File: src/rtl/cmp_pkg.sv
// rtl/cmp_pkg.sv - shared encodings and flag decode for the compare result filter
package cmp_pkg;

    localparam logic [1:0] ST_UNKNOWN = 2'b00;
    localparam logic [1:0] ST_EQ      = 2'b01;
    localparam logic [1:0] ST_GT      = 2'b10;
    localparam logic [1:0] ST_LT      = 2'b11;

    typedef struct packed {
        logic       ok;
        logic [1:0] cls;
    } cmp_sample_t;

    // A triple is usable only when exactly one flag is set.
    function automatic cmp_sample_t decode_flags(input logic eq, input logic gt, input logic lt);
        cmp_sample_t s;
        s.ok  = 1'b1;
        s.cls = ST_UNKNOWN;
        case ({eq, gt, lt})
            3'b100:  s.cls = ST_EQ;
            3'b010:  s.cls = ST_GT;
            3'b001:  s.cls = ST_LT;
            default: s.ok  = 1'b0;
        endcase
        return s;
    endfunction

endpackage

File: src/rtl/sat_counter.sv
// rtl/sat_counter.sv - saturating up counter, holds at all-ones
module sat_counter #(
    parameter int W = 8
) (
    input  logic         clk,
    input  logic         rst_n,
    input  logic         inc,
    output logic [W-1:0] count
);

    always_ff @(posedge clk or negedge rst_n) begin
        if (!rst_n) begin
            count <= '0;
        end else if (inc && (count != {W{1'b1}})) begin
            count <= count + 1'b1;
        end
    end

endmodule

File: src/rtl/compare_result_filter.sv
// rtl/compare_result_filter.sv - debounce of magnitude comparator flags with entry counters
module compare_result_filter
    import cmp_pkg::*;
#(
    parameter int DEBOUNCE_N = 3,
    parameter int CNT_W      = 8
) (
    input  logic             clk,
    input  logic             rst_n,
    input  logic             in_valid,
    input  logic             A_equal_B,
    input  logic             A_greater_B,
    input  logic             A_less_B,
    input  logic             err_clr,
    output logic [1:0]       stable_state,
    output logic             change_pulse,
    output logic [CNT_W-1:0] gt_count,
    output logic [CNT_W-1:0] lt_count,
    output logic             onehot_err
);

    localparam int RUN_W = 4;
    localparam logic [RUN_W-1:0] RUN_MAX = RUN_W'(DEBOUNCE_N);

    logic [1:0]       candidate, candidate_nxt;
    logic [RUN_W-1:0] run, run_nxt;
    logic [1:0]       stable_nxt;
    logic             pulse_nxt;
    logic             err_nxt;
    logic             gt_inc, lt_inc;
    cmp_sample_t      sample;

    always_comb begin
        sample        = decode_flags(A_equal_B, A_greater_B, A_less_B);
        candidate_nxt = candidate;
        run_nxt       = run;
        stable_nxt    = stable_state;
        pulse_nxt     = 1'b0;
        err_nxt       = onehot_err;
        gt_inc        = 1'b0;
        lt_inc        = 1'b0;

        if (err_clr) begin
            err_nxt = 1'b0;
        end

        if (in_valid) begin
            if (!sample.ok) begin
                err_nxt = 1'b1;
                run_nxt = '0;
            end else begin
                if ((run != '0) && (sample.cls == candidate)) begin
                    run_nxt = (run == RUN_MAX) ? RUN_MAX : run + 1'b1;
                end else begin
                    candidate_nxt = sample.cls;
                    run_nxt       = 4'd1;
                end
                // Commit on the same edge the run completes, so DEBOUNCE_N=1 is immediate.
                if ((run_nxt == RUN_MAX) && (candidate_nxt != stable_state)) begin
                    stable_nxt = candidate_nxt;
                    pulse_nxt  = 1'b1;
                    gt_inc     = (candidate_nxt == ST_GT);
                    lt_inc     = (candidate_nxt == ST_LT);
                end
            end
        end
    end

    always_ff @(posedge clk or negedge rst_n) begin
        if (!rst_n) begin
            candidate    <= ST_UNKNOWN;
            run          <= '0;
            stable_state <= ST_UNKNOWN;
            change_pulse <= 1'b0;
            onehot_err   <= 1'b0;
        end else begin
            candidate    <= candidate_nxt;
            run          <= run_nxt;
            stable_state <= stable_nxt;
            change_pulse <= pulse_nxt;
            onehot_err   <= err_nxt;
        end
    end

    sat_counter #(.W(CNT_W)) u_gt_counter (
        .clk   (clk),
        .rst_n (rst_n),
        .inc   (gt_inc),
        .count (gt_count)
    );

    sat_counter #(.W(CNT_W)) u_lt_counter (
        .clk   (clk),
        .rst_n (rst_n),
        .inc   (lt_inc),
        .count (lt_count)
    );

endmodule

File: config.mk
export PLATFORM = sky130hd
export DESIGN_NAME = compare_result_filter
export DESIGN_NICKNAME = d
export VERILOG_FILES = /design/src/rtl/cmp_pkg.sv /design/src/rtl/sat_counter.sv /design/src/rtl/compare_result_filter.sv
export SDC_FILE = /design/constraint.sdc
export NUM_CORES = 1
export LEC_CHECK = 0
export BUFFER_PORTS_ARGS = -buffer_cell sky130_fd_sc_hd__clkbuf_2
export CAP_MARGIN = 20
export CORE_MARGIN = 2
export CORE_UTILIZATION = 55
export DETAILED_ROUTE_END_ITERATION = 10
export PLACE_DENSITY = 0.8
export SLEW_MARGIN = 0
export SYNTH_ARGS = -nofsm -noshare
export SYNTH_HDL_FRONTEND = slang
export SYNTH_HIERARCHICAL = 1
export SYNTH_SLANG_ARGS = --single-unit
File: constraint.sdc
create_clock -name clk -period 7.25 [get_ports clk]
set_clock_uncertainty 0.2 [all_clocks]
set_input_delay 0.725 -clock clk [delete_from_list [all_inputs] [get_ports clk]]
set_output_delay 0.725 -clock clk [all_outputs]
set_load 0.005 [all_outputs]
==> reports/qor.yml, run 1 <==
status:
  outcome: "complete, no violations"
yosys:
  netlist_instances: 151
  synth-seq-cells: 26
  yosys.area.top_type_share_pct: 41.5
  synth.distinct_cells: 48
  ys_seq_area_share_pct: 41.5
  syn_area_sq_mm: 0.00157
  synth-edff-count: 0
  ys_top_cells_by_area: "dfrtp_1, ha_1, inv_1, a21oi_1, a31oi_1"
  synth_top_area_cell: "dfrtp_1"
  synth.net_count: 162
  yosysWarnings: 6
  syn_area_per_cell_sq_um: 10.4
  ys_async_sr_fraction_pct: 100
  synth_top_flop_cell: "dfrtp_1"
sta:
  min_period_ns: 3.33
  worst_pin_slew_ns: 0.653
  holdWs_ns: 0.183
  slew_viol_final: 0
  slew-limit-headroom_pct: 56.5
  rsz0062_at_grt: "false"
  timing.fmax_mhz: 301
  fin_tns_setup_ns: 0
  setup_violations: 0
  finalHoldViolCount: 0
  period_share_pct: 45.9
clock_tree:
  cts_setup_buffers: 0
  cts_hold_buf: 0
  cts_tree: "done"
  clk_pin_slew_worst_paths_ns: 0.15
  cts.sinks: 26
  clk_latency_ns: 0.33
  post_cts_resized: 0
  root_buffer: "clkbuf_4"
  max-clock-path-buffers: 2
  cts_made_buffers: 3
  cts_max_level: 1
power_and_ir_drop:
  p_sw_share_pct: 25.6
  p_leak_uw: 0.000795
  p_per_area_mw_per_mm2: 173
  p_sw_uw: 78.4
  internal_power_uw: 228
  ir_drop_uv: 284
  power_frac_seq_pct: 52.9
  combPwrFrac_pct: 14.1
  clockPowerShare_pct: 33.0
final_layout:
  fill_cells: 232
  syn_to_final_growth_pct: 13.0
  drive_gt1_share_pct: 27.1
  final_area_sq_mm: 0.00177
  layout_common_cells: "dfrtp_1, clkbuf_2, inv_1"
  nets: 189
  diodes: 0
  fin_util_pct: 64.9
die:
  rows: 19
  core_area_sq_mm: 0.00273
  ios: 27
  die_x_um: 57.4
  initial_core_util_pct: 57.4
  die_h_um: 57.4
  die_area_sq_mm: 0.00330
global_routing:
  grt_pass1_vias: 1153
  track_usage_pct: 20.4
  grt_overflow: 0
  grt_pass1_wl_um: 5250
  grt_max_degree: 27
  antenna_found_initial: 0
detailed_routing:
  drc: 0
  drt-total-wl_um: 3060
  ant_nets: 0
  vias: 1274
  drtIter0Drc: 74
  wl_per_cell_um: 14.7
  via_per_inst: 6.13
  drt_pass1_iterations: 4
setup_path:
  cp-end-kind: "flip-flop"
  cp_num_buf_inv: 1
  crit_family: "simple AND/OR/NAND/NOR gates"
  worst-path-max-fanout: 17
  cp_slowest_stage_delay_ns: 0.44
  cpMaxStageDelayCell: "a2111o_1"
  path_class: "in2reg"
  cp.arrival_ns: 3.37
  required_ns: 7.29
  setup.worst_path.start_class: "input pin"
  cp_cell_sequence: "clkbuf_2 > maj3_2 > mux2_2 > a2111o_1 > or2_4 > nor4b_4 > and4_4 > nand3_2 > mux2_4"
place:
  place.gp.congestion: 0.830
  placement.cell_area_sq_mm: 0.00172
  port_buffers: 26
  dpl.hpwl_um: 2200
hold_path:
  hold_path_class: "in2async"
flow_run:
  max-cap-violations: 0
through the flow:
stage	setup slack (ns)	instances	power (uW)
detailed placement	3.56	204	208
finish	3.92	208	306
CTS	3.93	208	309
global placement	3.61	204	206
global route	3.73	208	322
floorplan	3.95	151	191
layer usage:
metal	vias to the layer above	track usage, %	routed length, um	share of wire [%]
met5	-	0	0	0
met4	0	3.99	27	0.88
met3	4	4.76	102	3.3
met2	21	31.5	1420	47
met1	616	29.6	1510	49
li1	633	-	-	-
power groups by stage:
stage | logic (uW) | clock network, uW | registers (uW)
floorplan | 28.3 | 0 | 163
global placement | 41.6 | 0 | 164
detailed placement | 43.5 | 0 | 165
CTS | 43.6 | 104 | 162
global route | 48.8 | 110 | 164
finish | 43.3 | 101 | 162
layout make-up:
cell class | count | area [sq um] | share of cell area (%)
tap | 31 | 38.8 | 2.19
multi-input combinational | 110 | 860 | 48.5
clock buffer | 3 | 22.5 | 1.27
sequential | 26 | 651 | 36.7
timing repair buffer | 26 | 130 | 7.34
clock inverter | 1 | 30.0 | 1.69
inverter | 11 | 41.3 | 2.33
synthesized netlist by cell type, types with 2 or more instances:
cell and count:
dfrtp_1 26, inv_1 11, a21oi_1 8, nor2_1 7, o21ai_0 7, a31oi_1 6
nand3_1 5, a41oi_1 4, ha_1 4, nand2_1 4, nor3b_1 4, o211ai_1 4
a21boi_0 3, nand4b_1 3, xnor2_1 3, xor2_1 3, a311oi_2 2, and3_4 2
and4_4 2, buf_2 2, clkbuf_1 2, mux2_1 2, mux2_4 2, nand2b_1 2
nand3_2 2, nand4_1 2, nor3_1 2, o21a_1 2, o21ai_2 2, o22ai_1 2
o31ai_1 2, or4_1 2, or4bb_1 2
registers in the layout, summed over array words and instances, names as in the netlist:
signal	count
candidate	2
change_pulse	1
onehot_err	1
run	4
stable_state	2
u_gt_counter/count	8
u_lt_counter/count	8
worst paths after layout:
| path | end | slack [ns] | depth (start not counted) | start |
|---|---|---|---|---|
| min reg2reg | u_lt_counter/count[0] | 0.34 | 1 | u_lt_counter/count[0] |
| min | u_lt_counter/count[7] | 0.18 | 1 | rst_n |
| max in group asynchronous | run[2] | 6.23 | 1 | rst_n |
| max | u_lt_counter/count[5] | 3.92 | 9 | A_equal_B |
| min in group clk | u_lt_counter/count[0] | 0.34 | 1 | u_lt_counter/count[0] |
| max reg2reg | u_lt_counter/count[5] | 3.96 | 9 | run[0] |
cell families after synthesis:
kind of cell | Yosys count | share of synthesized area, %
buffers and inverters | 15 | 3.75
AO/OA/AOI/OAI | 51 | 23.8
flip-flops | 26 | 41.5
multiplexers | 5 | 4.07
adder cells (fa/ha/maj) | 5 | 3.91
AND/OR/NAND/NOR | 43 | 19.6
XOR/XNOR | 6 | 3.35
Power figures use the tool's default switching activity.
==> run 2: changes to the inputs <==
CORE_UTILIZATION = 50   (was 55)
PLACE_DENSITY = 0.77   (was 0.8)
clock period = 2.76 ns   (was 7.25 ns; I/O delays follow)
==> reports/qor.yml, run 2 (synthesis gave the netlist of run 1 again) <==
status:
  outcome: "finished, violations left"
  violations: "setup timing"
setup_path:
  reg2reg_from: "run[1]"
  cp-end-kind: "flip-flop"
  worst-path-max-fanout: 3  # -14
  endpoint: "u_gt_counter/count[5]"
  rr_worst_depth: 12  # +3
  required_ns: 2.82  # -4.47 ns
  r2r-end: "u_gt_counter/count[5]"
  startpoint: "run[1]"
  setup.worst_path.start_class: "flip-flop"
  worst-r2r-setup-slack_ns: -0.20  # -4.16 ns
  path_class: "reg2reg"
  cp.arrival_ns: 3.02  # -0.35 ns
sta:
  period_share_pct: 107
  setup_violations: 15  # +15
  fin_ws_ns: -0.195  # -4.12 ns
  min_period_ns: 2.96
  timing.fmax_mhz: 338
  slew_viol_final: 0  # unchanged
  rsz0062_at_grt: "true"
  worst_pin_slew_ns: 0.649  # -0.00464 ns
  slew-limit-headroom_pct: 56.8  # +0.31 points
  finalHoldViolCount: 0  # unchanged
die:
  ios: 27  # unchanged
  core_area_sq_mm: 0.00303  # +11%
  die_area_sq_mm: 0.00360  # +9.3%
  die_h_um: 60.0  # +4.5%
  rows: 20  # +1
  die_x_um: 60.0  # +4.5%
  initial_core_util_pct: 51.8  # -5.6 points
hold_path:
  min-delay-start: "in_valid"
  hold_path_class: "in2reg"
final_layout:
  register_area_sq_um: 651  # unchanged
  nets: 226  # +20%
  final_common_cell: "buf_4"
  syn_to_final_growth_pct: 43.1
  fill_cells: 218  # -6.0%
  layout_common_cells: "buf_4, dfrtp_1, clkbuf_2"
  drive_gt1_share_pct: 47.2  # +20 points
  multi_input_area_sq_mm: 0.00100  # +17%
  diodes: 0  # unchanged
  final_area_sq_mm: 0.00224  # +27%
  top_regs: "u_gt_counter/count: 8 flops, u_lt_counter/count: 8 flops, run: 4 flops"
power_and_ir_drop:
  ir_drop_uv: 288  # +1.4%
  p_leak_uw: 0.00100  # +26%
  power_uw: 879  # +190%
  p_per_area_mw_per_mm2: 391  # +130%
clock_tree:
  cts.sinks: 26  # unchanged
  cts_max_level: 1  # unchanged
  clk_latency_ns: 0.35  # +0.02 ns
  cts_made_buffers: 3  # unchanged
  root_buffer: "clkbuf_4"
  max-clock-path-buffers: 2  # unchanged
  clk_pin_slew_worst_paths_ns: 0.16  # about the same
  cts_tree: "done"
detailed_routing:
  wl_per_cell_um: 16.9  # +15%
  via_per_inst: 5.82  # -5.0%
  drt-total-wl_um: 4370  # +43%
  wl_met1_um: 1710  # +14%
  route.met2.wl_um: 2450  # +72%
  drtIter0Drc: 37  # -50%
  highest_layer: "met4"
  dr_wl_met3_um: 162  # +59%
  drc: 0  # unchanged
  drt_pass1_iterations: 4  # unchanged
  vias: 1502  # +18%
  ant_nets: 0  # unchanged
global_routing:
  antenna_found_initial: 0  # unchanged
  grt_pass1_wl_um: 6130  # +17%
  grt_overflow: 0  # unchanged
  grt_pass1_vias: 1397  # +21%
  track_usage_pct: 22.5  # +2.1 points
  grt_max_degree: 27  # unchanged
place:
  placement.cell_area_sq_mm: 0.00197  # +14%
  place.gp.congestion: 0.819  # -1.3%
  dpl.hpwl_um: 2750  # +25%
  port_buffers: 26  # unchanged
flow_run:
  max-cap-violations: 0  # unchanged
run 2: worst min-delay path by stage:
stage	endpoint	slack, ns	depth (start not counted)
final	run[1]	0.11	4
after global routing	run[1]	0.10	4
after CTS	run[3]	0.11	3
after detailed placement	run[0]	0.13	1
after global placement	run[0]	0.11	1
after floorplan	candidate[0]	-0.22	0
run 2: per-layer routing:
layer  up-vias  GRT usage [%]
li1        705              -
met1       750           26.7
met2        42           42.1
met3         5           2.16
met4         0           7.30
met5         -              0
run 2: layout make-up:
cell class                 instances  share of cell area [%]
clock buffer                       3                    1.00
clock inverter                     1                    1.34
inverter                          11                    1.84
multi-input combinational        110                    44.6
sequential                        26                    29.0
tap                               44                    2.45
timing repair buffer              63                    19.7
run 2: timing repair:
item | in CTS | in global routing
buffers inserted | 3 | 3
hold buffers | 2 | 0
resized for setup | 7 | 25
endpoints found under the setup margin | 15 | 16
hold endpoints to repair | 27 | 0
pin swaps | 5 | 8
run 2: power by group:
group / internal (uW) / total (uW) / switching, uW
Combinational: 91.1 / 175 / 84.0
Clock: 147 / 278 / 131
Sequential: 400 / 425 / 25.0
run 2: worst max-delay path: stages (launching register included):
cell and delay (ns):
dfrtp_1 0.46, inv_2 0.10, ha_4 0.14, o21bai_1 0.07
a221o_1 0.33, a2111o_1 0.33, or2_4 0.26, buf_4 0.14
buf_6 0.11, nor2_4 0.10, and4_4 0.24, nand3_2 0.08
mux2_4 0.30
run 2: stage by stage:
step / TNS, ns / hold WS, ns / std cells / setup slack, ns / util (%)
2_1_floorplan: -0.222 / -0.220 / 151 / -0.147 / -
3_3_place_gp: -0.157 / 0.114 / 246 / -0.0754 / 65.0
3_5_place_dp: -1.05 / 0.125 / 246 / -0.176 / 65.0
4_1_cts: -1.32 / 0.111 / 255 / -0.164 / 69.1
5_1_grt: -3.06 / 0.105 / 258 / -0.276 / 74.1
6_report: -1.91 / 0.110 / 258 / -0.195 / 74.1
==> run 3: changes to the inputs <==
CORE_UTILIZATION = 49   (was 50)
PLACE_DENSITY = 0.76   (was 0.77)
SYNTH_HIERARCHICAL = default   (was 1)
==> reports/qor.yml, run 3 <==
status:
  outcome: "complete, no violations"
sta:
  finalHoldViolCount: 0  # unchanged
  rsz0062_at_grt: "false"
  slew-limit-headroom_pct: 56.9  # +0.11 points
  fin_tns_setup_ns: 0  # +1.91 ns
  min_period_ns: 2.58  # -0.372 ns
  period_share_pct: 93.6  # -13 points
  timing.fmax_mhz: 387  # +14%
  fin_ws_ns: 0.176  # +0.372 ns
  setup_violations: 0  # -15
  worst_pin_slew_ns: 0.647  # -0.00158 ns
  slew_viol_final: 0  # unchanged
yosys:
  netlist_instances: 150  # -0.66%
  synth.net_count: 161  # -0.62%
  yosys.area.top_type_share_pct: 43.1  # +1.7 points
  ys_top_cells_by_area: "dfrtp_1, xnor2_1, xor2_1, ha_1, nand2_1"
  synth-edff-count: 0  # unchanged
  synth.distinct_cells: 51  # +6.3%
  synth-seq-cells: 26  # unchanged
  syn_area_per_cell_sq_um: 10.1  # -3.2%
  synthTopCellsByCount: "dfrtp_1, nand2_1, xnor2_1"
  syn_area_sq_mm: 0.00151  # -3.8%
  ys_async_sr_fraction_pct: 100  # unchanged
  synth_top_flop_cell: "dfrtp_1"
  yosysWarnings: 0  # -6
  synth.most_common_cell: "dfrtp_1"
  ys_seq_area_share_pct: 43.1  # +1.7 points
  synth_top_area_cell: "dfrtp_1"
global_routing:
  grt_overflow: 0  # unchanged
  gr-max-usage-layer: "met2"
  antenna_found_initial: 0  # unchanged
  grtUsageMet2_pct: 32.3  # -9.7 points
  grt_pass1_wl_um: 5330  # -13%
  grt_max_degree: 27  # unchanged
  track_usage_pct: 19.8  # -2.8 points
  gr-usage-met1_pct: 24.0  # -2.7 points
  grt_pass1_vias: 1246  # -11%
  met3_usage_pct: 3.49  # +1.3 points
clock_tree:
  cts_max_level: 1  # unchanged
  clk_latency_ns: 0.33  # -0.02 ns
  cts_tree: "done"
  clk_pin_slew_worst_paths_ns: 0.14  # -0.02 ns
  cts_setup_buffers: 0  # -3
  post_cts_resized: 0  # -7
  root_buffer: "clkbuf_4"
  cts_made_buffers: 3  # unchanged
  max-clock-path-buffers: 2  # unchanged
  cts.sinks: 26  # unchanged
  cts_hold_buf: 2  # unchanged
die:
  die_x_um: 59.5  # -0.87%
  die_area_sq_mm: 0.00354  # -1.7%
  rows: 20  # unchanged
  ios: 27  # unchanged
  die_h_um: 59.5  # -0.87%
  initial_core_util_pct: 50.7  # -1.1 points
  core_area_sq_mm: 0.00298  # -1.7%
power_and_ir_drop:
  p_leak_uw: 0.000823  # -18%
  p_per_area_mw_per_mm2: 427  # +9.1%
  power_uw: 729  # -17%
  ir_drop_uv: 344  # +20%
detailed_routing:
  drt-total-wl_um: 3150  # -28%
  via_per_inst: 6.03  # +3.6%
  vias: 1272  # -15%
  drc: 0  # unchanged
  wl_per_cell_um: 14.9  # -12%
  drt_pass1_iterations: 4  # unchanged
  drtIter0Drc: 51  # +38%
  ant_nets: 0  # unchanged
hold_path:
  hold_path_class: "in2reg"
final_layout:
  layout_common_cells: "dfrtp_1, clkbuf_2, nand2_1"
  multi_input_area_sq_um: 803  # -20%
  top_regs: "u_gt_counter.count: 8 flops, u_lt_counter.count: 8 flops, run: 4 flops"
  drive_gt1_share_pct: 23.0  # -24 points
  fill_cells: 278  # +28%
  nets: 190  # -16%
  final_area_sq_mm: 0.00171  # -24%
  register_area_sq_um: 651  # unchanged
  syn_to_final_growth_pct: 13.2
  diodes: 0  # unchanged
place:
  placement.cell_area_sq_mm: 0.00165  # -16%
  port_buffers: 26  # unchanged
  place.gp.congestion: 0.881  # +7.6%
  dp_slack_ns: 0.229  # +0.405 ns
  dpl.hpwl_um: 2320  # -16%
setup_path:
  cp.arrival_ns: 2.61  # -0.41 ns
  required_ns: 2.79  # -0.03 ns
  path_class: "reg2reg"
  worst-path-max-fanout: 14  # +11
  setup.worst_path.start_class: "flip-flop"
  cp-end-kind: "flip-flop"
flow_run:
  max-cap-violations: 0  # unchanged
## run 3: cell count changes after synthesis, sizes merged, moves of 4 or more
cell / before / now
nand2: 4 / 13
xnor2: 3 / 10
inv: 11 / 5
nand4: 2 / 7
a31oi: 6 / 2
and2: 0 / 4
nor3b: 4 / 0
o211ai: 4 / 0
## run 3: cell type report
class | count | area share (%)
multi-input cells | 114 | 47.0
flip-flops and latches | 26 | 38.1
repair buffers | 29 | 9.23
well taps | 33 | 2.42
clock buffers | 4 | 2.12
inverters | 5 | 1.10
## run 3: kinds of logic after synthesis
kind of cell               count (synthesis)  synth area share, %
adders and majority gates                  4                 3.32
buffers and inverters                     10                 3.65
and+or+nand+nor                           59                 22.6
muxes                                      2                 1.49
DFF                                       26                 43.1
AOI/OAI and AO/OA                         33                 16.6
xor gates and xnor gates                  16                 9.29
## run 3: metal layers
layer | wire length, um | part of all wire (%)
met3 | 126 | 4.0
met5 | 0 | 0
met1 | 1360 | 43
met4 | 131 | 4.2
met2 | 1530 | 49
## run 3: per-stage QoR
step                hold WS (ns)  std cells  util, %
detailed placement         0.136        205     55.5
floorplan                 -0.220        150        -
global placement           0.125        205     55.5
CTS                       0.0934        211     57.4
global route               0.100        211     57.4
finish                     0.102        211     57.4
## run 3: final timing paths
path	startpoint	end	slack, ns	cells after the start
setup reg to reg	run[0]	u_lt_counter.count[1]	0.18	6
min in group asynchronous	rst_n	onehot_err	0.28	2
setup / recovery	run[0]	u_lt_counter.count[1]	0.18	6
hold reg to reg	u_gt_counter.count[5]	u_gt_counter.count[5]	0.30	1
hold / removal	in_valid	run[0]	0.10	2
max in group asynchronous	rst_n	u_gt_counter.count[7]	1.66	2
## run 3: critical path, stage by stage, from the launching register on
cell	delay (ns)
dfrtp_1	0.48
ha_1	0.30
nand2_1	0.14
a2111oi_2	0.47
and4_4	0.40
and2_4	0.18
mux2_1	0.31
## run 3: power by group
part	internal, uW	leakage [uW]	switching [uW]	total [uW]
logic	50.3	0.000452	67.1	117
clock network	80.9	0.0000210	114	195
registers	396	0.000350	20.9	417
